[config.mk]
export PLATFORM = sky130hd
export DESIGN_NAME = inst_encoder_loader
export DESIGN_NICKNAME = d
export VERILOG_FILES = /design/src/rtl/inst_encoder_loader.sv
export SDC_FILE = /design/constraint.sdc
export NUM_CORES = 1
export LEC_CHECK = 0
export CORE_ASPECT_RATIO = 1.25
export CORE_UTILIZATION = 41
export DETAILED_ROUTE_END_ITERATION = 12
export GPL_TIMING_DRIVEN = 0
export HOLD_SLACK_MARGIN = 0.15
export PLACE_DENSITY = 0.75
export SYNTH_ARGS = -nofsm -noshare
export SYNTH_HDL_FRONTEND = slang
export SYNTH_SLANG_ARGS = --single-unit
[constraint.sdc]
create_clock -name i_clk -period 1.8 [get_ports i_clk]
set_clock_uncertainty 0.1 [all_clocks]
set_input_delay 0.36 -clock i_clk [delete_from_list [all_inputs] [get_ports i_clk]]
set_output_delay 0.36 -clock i_clk [all_outputs]
set_load 0.02 [all_outputs]
[src/rtl/inst_encoder_loader.sv]
// Program loader: packs opcode/field bundles into 16-bit instruction words
// and writes them to sequential instruction-memory addresses from a base.
module inst_encoder_loader #(
  parameter int ADDR_W = 8
) (
  input  logic              i_clk,
  input  logic              i_rst,
  input  logic              i_start,
  input  logic [ADDR_W-1:0] i_base_addr,
  input  logic              i_in_valid,
  output logic              o_in_ready,
  input  logic              i_in_last,
  input  logic [3:0]        i_in_op,
  input  logic [2:0]        i_in_fa,
  input  logic [2:0]        i_in_fb,
  input  logic [2:0]        i_in_fc,
  input  logic [2:0]        i_in_mode,
  output logic              o_im_we,
  output logic [ADDR_W-1:0] o_im_addr,
  output logic [15:0]       o_im_wdata,
  output logic              o_busy,
  output logic              o_done,
  output logic              o_err_op,
  output logic              o_full,
  output logic [ADDR_W:0]   o_word_count
);

  localparam logic [3:0] OP_NOP = 4'd0;
  localparam logic [3:0] OP_ADD = 4'd1;
  localparam logic [3:0] OP_SUB = 4'd2;
  localparam logic [3:0] OP_AND = 4'd3;
  localparam logic [3:0] OP_OR  = 4'd4;
  localparam logic [3:0] OP_XOR = 4'd5;
  localparam logic [3:0] OP_NOT = 4'd6;
  localparam logic [3:0] OP_SLL = 4'd7;
  localparam logic [3:0] OP_SRL = 4'd8;
  localparam logic [3:0] OP_JMP = 4'd9;
  localparam logic [3:0] OP_JZ  = 4'd10;
  localparam logic [3:0] OP_LW  = 4'd11;
  localparam logic [3:0] OP_SW  = 4'd12;
  localparam logic [3:0] OP_MV  = 4'd13;

  localparam logic [ADDR_W-1:0] ONE_ADDR = 1;
  localparam logic [ADDR_W:0]   ONE_CNT  = 1;

  typedef enum logic [1:0] {
    S_IDLE = 2'd0,
    S_LOAD = 2'd1,
    S_DONE = 2'd2
  } state_t;

  state_t              r_state;
  state_t              w_next;
  logic [ADDR_W-1:0]   r_addr;
  logic                r_we;
  logic [ADDR_W-1:0]   r_waddr;
  logic [15:0]         r_wdata;
  logic [ADDR_W:0]     r_count;
  logic                r_err;
  logic                r_full;

  logic                w_accept;
  logic                w_known;
  logic                w_at_top;
  logic [15:0]         w_word;

  assign w_accept = (r_state == S_LOAD) && i_in_valid;
  assign w_at_top = (r_addr == {ADDR_W{1'b1}});

  // Unused fields are forced to zero so the decoder never sees stale bits.
  always_comb begin
    w_known = 1'b1;
    w_word  = 16'h0000;
    case (i_in_op)
      OP_NOP: w_word = {i_in_op, 12'b0};
      OP_ADD, OP_SUB, OP_AND, OP_OR, OP_XOR, OP_NOT,
      OP_SLL, OP_SRL, OP_JMP, OP_JZ:
              w_word = {i_in_op, i_in_fa, i_in_fb, i_in_fc, i_in_mode};
      OP_SW:  w_word = {i_in_op, 6'b0, i_in_fc, 3'b0};
      OP_LW, OP_MV:
              w_word = {i_in_op, i_in_fa, 9'b0};
      default: w_known = 1'b0;
    endcase
  end

  always_comb begin
    w_next = r_state;
    case (r_state)
      S_IDLE: if (i_start) w_next = S_LOAD;
      S_LOAD: if (w_accept && (i_in_last || (w_known && w_at_top))) w_next = S_DONE;
      S_DONE: w_next = S_IDLE;
      default: w_next = S_IDLE;
    endcase
  end

  always_ff @(posedge i_clk) begin
    if (i_rst) begin
      r_state <= S_IDLE;
      r_addr  <= '0;
      r_we    <= 1'b0;
      r_waddr <= '0;
      r_wdata <= '0;
      r_count <= '0;
      r_err   <= 1'b0;
      r_full  <= 1'b0;
    end else begin
      r_state <= w_next;
      r_we    <= 1'b0;
      if (r_state == S_IDLE && i_start) begin
        r_addr  <= i_base_addr;
        r_count <= '0;
        r_err   <= 1'b0;
        r_full  <= 1'b0;
      end
      if (w_accept) begin
        if (w_known) begin
          r_we    <= 1'b1;
          r_waddr <= r_addr;
          r_wdata <= w_word;
          r_count <= r_count + ONE_CNT;
          // Saturate at the top address; the session ends here, so no wrap.
          if (w_at_top) r_full <= 1'b1;
          else          r_addr <= r_addr + ONE_ADDR;
        end else begin
          r_err <= 1'b1;
        end
      end
    end
  end

  assign o_in_ready   = (r_state == S_LOAD);
  assign o_busy       = (r_state != S_IDLE);
  assign o_done       = (r_state == S_DONE);
  assign o_im_we      = r_we;
  assign o_im_addr    = r_waddr;
  assign o_im_wdata   = r_wdata;
  assign o_err_op     = r_err;
  assign o_full       = r_full;
  assign o_word_count = r_count;

endmodule

---- Word-level counts from Yosys, hierarchy flattened ----
Cells that the tools add are included.
cells by class
  add/subtract/negate cells ............... 2
  equal/unequal tests ..................... 18
  multiplexer cells ....................... 20
  bitwise logic cells ..................... 1
  reductions and logical operators ........ 14
operator list
  kind                   count
  $pmux W16 S4           1
  $mux W8                4
  $mux W9                3
  $eq A4 B4 Y1 const B   6
  $eq A4 B3 Y1 const B   4
  $reduce_or A14 Y1      1
  $reduce_or A10 Y1      1
  $add A9 B1 Y9 const B  1
  $mux W1                9
  $add A8 B1 Y8 const B  1
  $eq A4 B2 Y1 const B   2
  $eq A8 B8 Y1 const B   1
  $eq A4 B1 Y1 const B   1
  $logic_and A1 B1 Y1    4
  $logic_not A4 Y1       1
  $mux W2                2
  $pmux W2 S2            1
  $reduce_and A2 Y1      2
  $reduce_or A2 Y1       2
  $eq A2 B1 Y1 const B   1
  $eq A2 B2 Y1 const B   1
  $logic_not A2 Y1       1
  $ne A2 B1 Y1 const B   1
  $ne A2 B2 Y1 const B   1
  3 further kinds        3
word-level totals
  flip-flop bits (word level) ............. 46
  bits of input ports ..................... 29
  output and inout port bits .............. 39
  logic and storage cells ................. 63

---- Depth between registers and ports, before layout ----
Gate-level depths: netlist of the first run.
  depth after elaboration ................. 8
  mapped depth ............................ 8
  gate-level depth less buffers ........... 5

---- Worst setup path before layout of the first run ----
No wires, ideal clock.
  kind .................................... reg-to-reg
  start point ............................. register r_addr[0]
  end point ............................... register r_state[1]
  library setup time ...................... 0.103 ns
  arrival ................................. 1.592 ns
  data required time ...................... 1.597 ns
  setup slack ............................. 0.005 ns
  stages on the path, launching flop included .. 6
  buffers on the path ..................... 0
  clock period less this slack ............ 1.795 ns
  path through ............................ dfxtp_1 > ha_1 > nand3_2 > or2_1 > or3_1 > a2111oi_2
between the ends
  cells in the longest elaborated chain, start to end .. 6
ends and longest elaborated chain
  element                      line  text
  from (decl)                  54    logic [ADDR_W-1:0] r_addr;
  from (signal assigned)       110   r_addr <= i_base_addr;
  from (signal assigned)       123   else r_addr <= r_addr + ONE_ADDR;
  $eq A8 B8 Y1                 68    assign w_at_top = (r_addr == {ADDR_W{1'b1}});
  $logic_and A1 B1 Y1          90    S_LOAD: if (w_accept && (i_in_last || (w_known && w_at_top))) w_next = S_DONE;
  $logic_or A1 B1 Y1           90
  $logic_and A1 B1 Y1          90
  $ne A2 B1 Y1 (no line)       -
  $reduce_and A2 Y1 (no line)  -
  to (signal assigned)         107   r_state <= w_next;
  to (decl)                    52    state_t r_state;
No other way between the ends.
A chain may end at the register's enable or synchronous reset.

---- Worst setup path in the final report of the first run ----
  start point ............................. register r_addr[1]
  end point ............................... register r_state[1]
Same word-level chain as after synthesis.

==> results of run 1 <==
registers in the layout (all words and copies together) (netlist names):
signal,count
o_err_op,1
o_full,1
o_im_addr,8
o_im_wdata,16
o_im_we,1
o_word_count,9
r_addr,8
r_state,2
layout by cell type, fill, tap and decap left out, types with 2 or more instances in the layout:
cell type / instances
clkdlybuf4s50_1: 52
nand2_1: 40
dfxtp_1: 38
a21oi_1: 20
nor2_1: 19
buf_4: 11
a22oi_1: 10
a31oi_1: 8
nand3_1: 7
nor3_1: 7
dlymetal6s2s_1: 6
dlygate4sd2_1: 6
dfxtp_2: 6
buf_6: 5
clkbuf_2: 5
or3_1: 5
or4_1: 5
inv_1: 5
o211ai_1: 5
clkbuf_8: 5
clkbuf_1: 4
nand4_1: 4
a311oi_1: 3
a22o_1: 3
and2_1: 3
nor2b_1: 2
or2_2: 2
buf_2: 2
clkbuf_4: 2
a2111oi_4: 2
o311ai_1: 2
a41oi_1: 2
mux2i_1: 2
dfxtp_4: 2
area by class of cell:
type	count	area share, %
Clock inverter	2	1.20
Inverter	5	0.599
Clock buffer	6	2.32
Multi-Input combinational cell	180	36.6
Tap cell	60	2.40
Timing Repair Buffer	75	23.2
Sequential cell	46	29.9
Buffer	17	3.83
layer usage:
metal  global-route usage (%)  part of all wire [%]  vias to the layer above
li1                         -                     -                     1077
met1                     26.4                    44                     1034
met2                     38.8                    51                       66
met3                     4.44                   4.3                        7
met4                     7.39                   1.0                        0
met5                        0                     0                        -
repair_timing:
| item | in CTS | in global routing |
|---|---|---|
| pin swaps | 2 | 5 |
| cloned | 1 | 0 |
| setup endpoints to repair | 46 | 33 |
| setup buffers | 8 | 2 |
| resized for setup | 32 | 20 |
path summary, 6_finish.rpt:
check | startpoint | to | cells past startpoint
min | i_in_op[2] | o_im_wdata[14] | 3
max | r_addr[1] | r_state[1] | 5
max reg2reg | r_addr[1] | r_state[1] | 5
min reg2reg | o_im_addr[2] | o_im_addr[2] | 2
where the power goes:
group / total [mW] / internal [mW] / switching, mW
Clock: 0.768 / 0.414 / 0.353
Combinational: 0.401 / 0.191 / 0.210
Sequential: 1.10 / 1.06 / 0.0429
kinds of logic (layout without fill, tap and decap cells):
| family | count (synthesis) | after routing | synth area share (%) |
|---|---|---|---|
| simple gates | 109 | 109 | 25.5 |
| compound gates | 64 | 64 | 21.6 |
| flops | 46 | 46 | 44.1 |
| buf+inv | 23 | 105 | 5.15 |
| fa+ha+maj | 3 | 3 | 1.68 |
| mux | 3 | 3 | 1.50 |
| xor+xnor | 1 | 1 | 0.419 |
worst max-delay path: stages (launching register included):
cell       delay [ns]
dfxtp_4          0.37
ha_4             0.14
nand3_4          0.09
or2_4            0.27
or3_4            0.42
a2111oi_4        0.33
==> impl_metrics.py, run 1 <==
metrics = {
    "yosys": {
        "yosysSeqAreaShare_pct": 44.1,
        "yosysTopAreaCellShare_pct": 44.1,
        "synthArstFlopShare_pct": 0,
        "synthMostInstantiatedCell": "dfxtp_1",
        "synth.net_count": 280,
        "syn_inst": 249,
        "synth.top_cells.by_count": "dfxtp_1, nand2_1, a21oi_1, nor2_1, a22oi_1",
        "ys_types": 52,
        "ys.warnings.count": 0,
        "synthFlopType": "dfxtp_1",
        "postSynthAreaPerCell_um2": 8.39,
        "synth_largest_area_cell": "dfxtp_1",
        "synth_enable_flop_cells": 0,
        "synthesis.area_mm2": 0.00209,
        "yosys_register_bits": 46,
        "synthTopCellsByArea": "dfxtp_1, nand2_1, a21oi_1, a22oi_1, nor2_1",
    },
    "timing": {
        "final-setup-viol-count": 1,
        "whs_ns": 0.335,
        "report.final.slew_viol_count": 0,
        "worst_slew_margin_relative_to_its_limit_pct": 68.7,
        "worst-slew-pin-transition_ns": 0.469,
        "finalHoldViolCount": 0,
        "final.period_utilization_pct": 101,
        "fmax_mhz": 553,
        "final.min_clock_period_ns": 1.81,
        "setup_tns_ns": -0.00943,
        "setup_repair_after_global_routing_missed_its_margin": "yes",
        "finalWorstSetupSlack_ns": -0.00943,
    },
    "die": {
        "placeableCoreArea_mm2": 0.00480,
        "initial_core_util_pct": 43.5,
        "die_area_mm2": 0.00538,
        "die_width_um": 65.8,
        "fp.dieH_um": 81.8,
        "rows": 28,
        "top_level_i_o_count": 68,
    },
    "finish": {
        "postLayoutCellArea_mm2": 0.00313,
        "finalCoreUtilization_pct": 65.3,
        "layout.cells.non_filler": 391,
        "sequential_cell_area_um2": 936,
        "area_growth_from_synthesis_to_layout_pct": 50.1,
        "multiInputGateArea_mm2": 0.00115,
        "layout.nets": 361,
        "fillCellCount": 415,
        "drive_gt1_share_pct": 16.6,
        "antennaDiodeCount": 0,
    },
    "route": {
        "detail_route.iter0.violations": 164,
        "drc": 0,
        "detail-route-antenna-nets": 0,
        "vias_post_dr": 2184,
        "totalWireLength_um": 5690,
        "via_per_inst": 5.59,
        "drt_pre_antenna_iters": 5,
        "wl_per_cell_um": 14.5,
    },
    "power_and_ir_drop": {
        "worst_ir_drop_vdd_v": 0.000476,
        "cell_pwr_density_mw_per_mm2": 725,
        "post-layout-total-power_mw": 2.27,
        "leakage_nw": 1.18,
    },
    "worst_setup_path": {
        "path_max_fanout": 3,
        "timing_worst_setup_path_type": "reg -> reg",
        "worst_path_required_ns": 1.91,
        "ff2ff_setup_slack_ns": -0.009,
        "cp-end-kind": "register",
        "timing.critical_path.from_type": "register",
        "cp_data_arrival_time_ns": 1.91,
    },
    "global_routing": {
        "grt_pass1_vias": 1972,
        "grt_use_total_pct": 22.0,
        "overflow": 0,
        "maximum_number_of_pins_on_one_net_before_global_route_repair": 15,
        "antenna_found_initial": 0,
        "grt_pass1_wl_um": 9200,
    },
    "clock_tree": {
        "cts_hold_buffers": 0,
        "cts-root-to-sink-buffers": 2,
        "worst_skew_pair.late_latency_ns": 0.30,
        "clock_tree.htree_level_count": 2,
        "clock_sink_count": 46,
        "clk_root_buffer_cell": "clkbuf_8",
        "cts_bufs_inserted": 5,
        "tritoncts": "built",
        "cts.reportedPaths.clkPinSlew_ns": 0.08,
    },
    "hold_path": {
        "hp-class": "in -> reg",
    },
    "placed_design": {
        "dpl_worst_slack_ns": -0.558,
        "dp.final_hpwl_um": 3970,
        "dp_cells": 373,
        "placement.cell_area_mm2": 0.00280,
        "port_buffers": 64,
        "globalplace.congestion": 0.854,
    },
    "run_status": {
        "status": "complete, but fails checks",
        "failed_checks": "setup timing",
    },
    "flow_run": {
        "cap_violations": 0,
    },
}
(Power assumes the default switching activity.)
==> inputs of run 2 (changes only) <==
--- a/config.mk
+++ b/config.mk
@@ -10,6 +10,7 @@
 export DETAILED_ROUTE_END_ITERATION = 12
 export GPL_TIMING_DRIVEN = 0
 export HOLD_SLACK_MARGIN = 0.15
+export MAX_ROUTING_LAYER = met4
 export PLACE_DENSITY = 0.75
 export SYNTH_ARGS = -nofsm -noshare
 export SYNTH_HDL_FRONTEND = slang
==> run 2 against run 1 <==
The flow still finishes with violations (setup timing). Combinational power shrank 1%. Hold slack lost 0.0081 ns. Clock power is essentially flat. Global-route usage grew 0.69 points. Final area shrank 1.7%. Critical path type unchanged. Critical path depth grew 1. Count of clock-buffer cells in the layout is the same. Non-clock buffer count shrank 2.
==> impl_metrics.py, run 2 (synthesis gave the netlist of run 1 again) <==
metrics = {
    "run_status": {
        "status": "complete, but fails checks",
        "failed_checks": "setup timing",
    },
    "finish": {
        "layout.cells.most_common": "clkdlybuf4s50_1",
        "multiInputGateArea_mm2": 0.00111,
        "layout.nets": 359,
        "finalCoreUtilization_pct": 64.2,
        "largest_register_ff_count": 16,
        "antennaDiodeCount": 0,
        "area_growth_from_synthesis_to_layout_pct": 47.5,
        "fillCellCount": 424,
        "sequential_cell_area_um2": 932,
        "drive_gt1_share_pct": 15.5,
        "layout_common_cells": "clkdlybuf4s50_1, dfxtp_1, nand2_1",
    },
    "placed_design": {
        "dp.final_hpwl_um": 3970,
        "port_buffers": 64,
        "globalplace.congestion": 0.868,
    },
    "route": {
        "vias_post_dr": 2163,
        "detail-route-antenna-nets": 0,
        "wl_per_cell_um": 14.4,
        "detail_route.iter0.violations": 142,
        "drt_pre_antenna_iters": 5,
        "via_per_inst": 5.56,
        "drc": 0,
        "totalWireLength_um": 5620,
    },
    "timing": {
        "fmax_mhz": 555,
        "setup_repair_after_global_routing_missed_its_margin": "yes",
        "worst-slew-pin-transition_ns": 0.528,
        "worst_slew_margin_relative_to_its_limit_pct": 64.5,
        "final.min_clock_period_ns": 1.80,
        "final-setup-viol-count": 1,
        "whs_ns": 0.327,
        "finalWorstSetupSlack_ns": -0.000476,
        "report.final.slew_viol_count": 0,
        "final.period_utilization_pct": 100,
        "finalHoldViolCount": 0,
    },
    "hold_path": {
        "min-delay-start": "i_in_op[2]",
        "whs_path_depth": 3,
        "hp-class": "in -> reg",
    },
    "worst_setup_path": {
        "cp_data_arrival_time_ns": 1.91,
        "timing.critical_path.from_type": "register",
        "timing_worst_setup_path_type": "reg -> reg",
        "worstSetupStartpoint": "r_addr[0]",
        "reg2reg_depth": 6,
        "worst_path_required_ns": 1.91,
        "cp-end-kind": "register",
        "r2r_start": "r_addr[0]",
        "path_max_fanout": 9,
    },
    "clock_tree": {
        "cts_bufs_inserted": 5,
        "clock_tree.htree_level_count": 2,
        "cts-root-to-sink-buffers": 2,
        "clk_root_buffer_cell": "clkbuf_8",
        "cts.reportedPaths.clkPinSlew_ns": 0.08,
        "clock_sink_count": 46,
        "tritoncts": "built",
        "cts_hold_buffers": 0,
        "worst_skew_pair.late_latency_ns": 0.30,
    },
    "global_routing": {
        "maximum_number_of_pins_on_one_net_before_global_route_repair": 15,
        "grt_pass1_vias": 1968,
        "overflow": 0,
        "grt_use_total_pct": 22.7,
        "antenna_found_initial": 0,
        "grt_pass1_wl_um": 9220,
    },
    "die": {
        "rows": 28,
        "die_area_mm2": 0.00538,
        "initial_core_util_pct": 43.5,
        "fp.dieH_um": 81.8,
        "die_width_um": 65.8,
        "top_level_i_o_count": 68,
        "placeableCoreArea_mm2": 0.00480,
    },
    "power_and_ir_drop": {
        "worst_ir_drop_vdd_v": 0.000472,
        "switching_share_pct": 26.4,
        "total_switching_power_mw": 0.597,
        "power.share.clock_pct": 33.9,
        "p_int_mw": 1.66,
        "leakage_nw": 1.16,
        "power_frac_comb_pct": 17.5,
        "share_seq_of_total_power_pct": 48.6,
        "cell_pwr_density_mw_per_mm2": 733,
    },
    "flow_run": {
        "cap_violations": 0,
    },
}
## run 2: cell count changes in the layout (fill, tap and decap cells not counted), sizes merged
cell    previous run  this run
buf               18        17
clkbuf            16        15
## run 2: what timing repair did
| item | in CTS | in global routing |
|---|---|---|
| setup endpoints to repair | 46 | 36 |
| setup buffers | 8 | 0 |
| gates cloned | 1 | 0 |
| resized for setup | 32 | 14 |
| pin swaps | 2 | 1 |
## run 2: metrics by stage
stage                 TNS, ns  total power [mW]  area [um^2]  instances  setup slack (ns)
CTS                         0              2.27         3050        389          0.000840
global route           -0.182              2.35         3080        389           -0.0740
floorplan                   0              1.31         2090        249           0.00473
global placement       -18.47              1.48         2800        373            -0.492
finish              -0.000476              2.26         3080        389         -0.000476
detailed placement     -20.26              1.48         2800        373            -0.558
## run 2: power groups by stage
stage	clock (mW)	combinational, mW	sequential (mW)
2_1_floorplan	0	0.175	1.14
3_3_place_gp	0	0.353	1.12
3_5_place_dp	0	0.359	1.12
4_1_cts	0.778	0.392	1.10
5_1_grt	0.820	0.425	1.10
6_report	0.766	0.395	1.10
## run 2: layout make-up
type | instances | share of cell area (%)
plain buffers | 17 | 3.90
clock buffers | 6 | 2.36
clock inverters | 2 | 1.22
inverters | 5 | 0.609
multi-input cells | 180 | 36.1
flip-flops and latches | 46 | 30.3
well taps | 60 | 2.44
repair buffers | 73 | 23.2
## run 2: metal layers
layer	GRT usage [%]	routed length [um]	part of all wire, %	vias to the layer above
met4	7.39	73	1.3	0
met5	-	0	0	-
met1	26.7	2490	44	1018
met2	38.8	2780	49	70
li1	-	-	-	1067
met3	4.31	276	4.9	8
## run 2: critical path, cell delays in order, from the launching register on
cell,delay [ns]
dfxtp_4,0.35
ha_2,0.18
nand3_2,0.10
buf_4,0.17
nor3_2,0.45
nor3_1,0.09
a311oi_1,0.26
## run 2: final timing paths
check                                 endpoint  slack (ns)
worst max register to register       r_addr[1]     -0.0005
worst min register to register    o_im_addr[2]        0.36
worst max-delay path                 r_addr[1]     -0.0005
worst min-delay path            o_im_wdata[14]        0.33
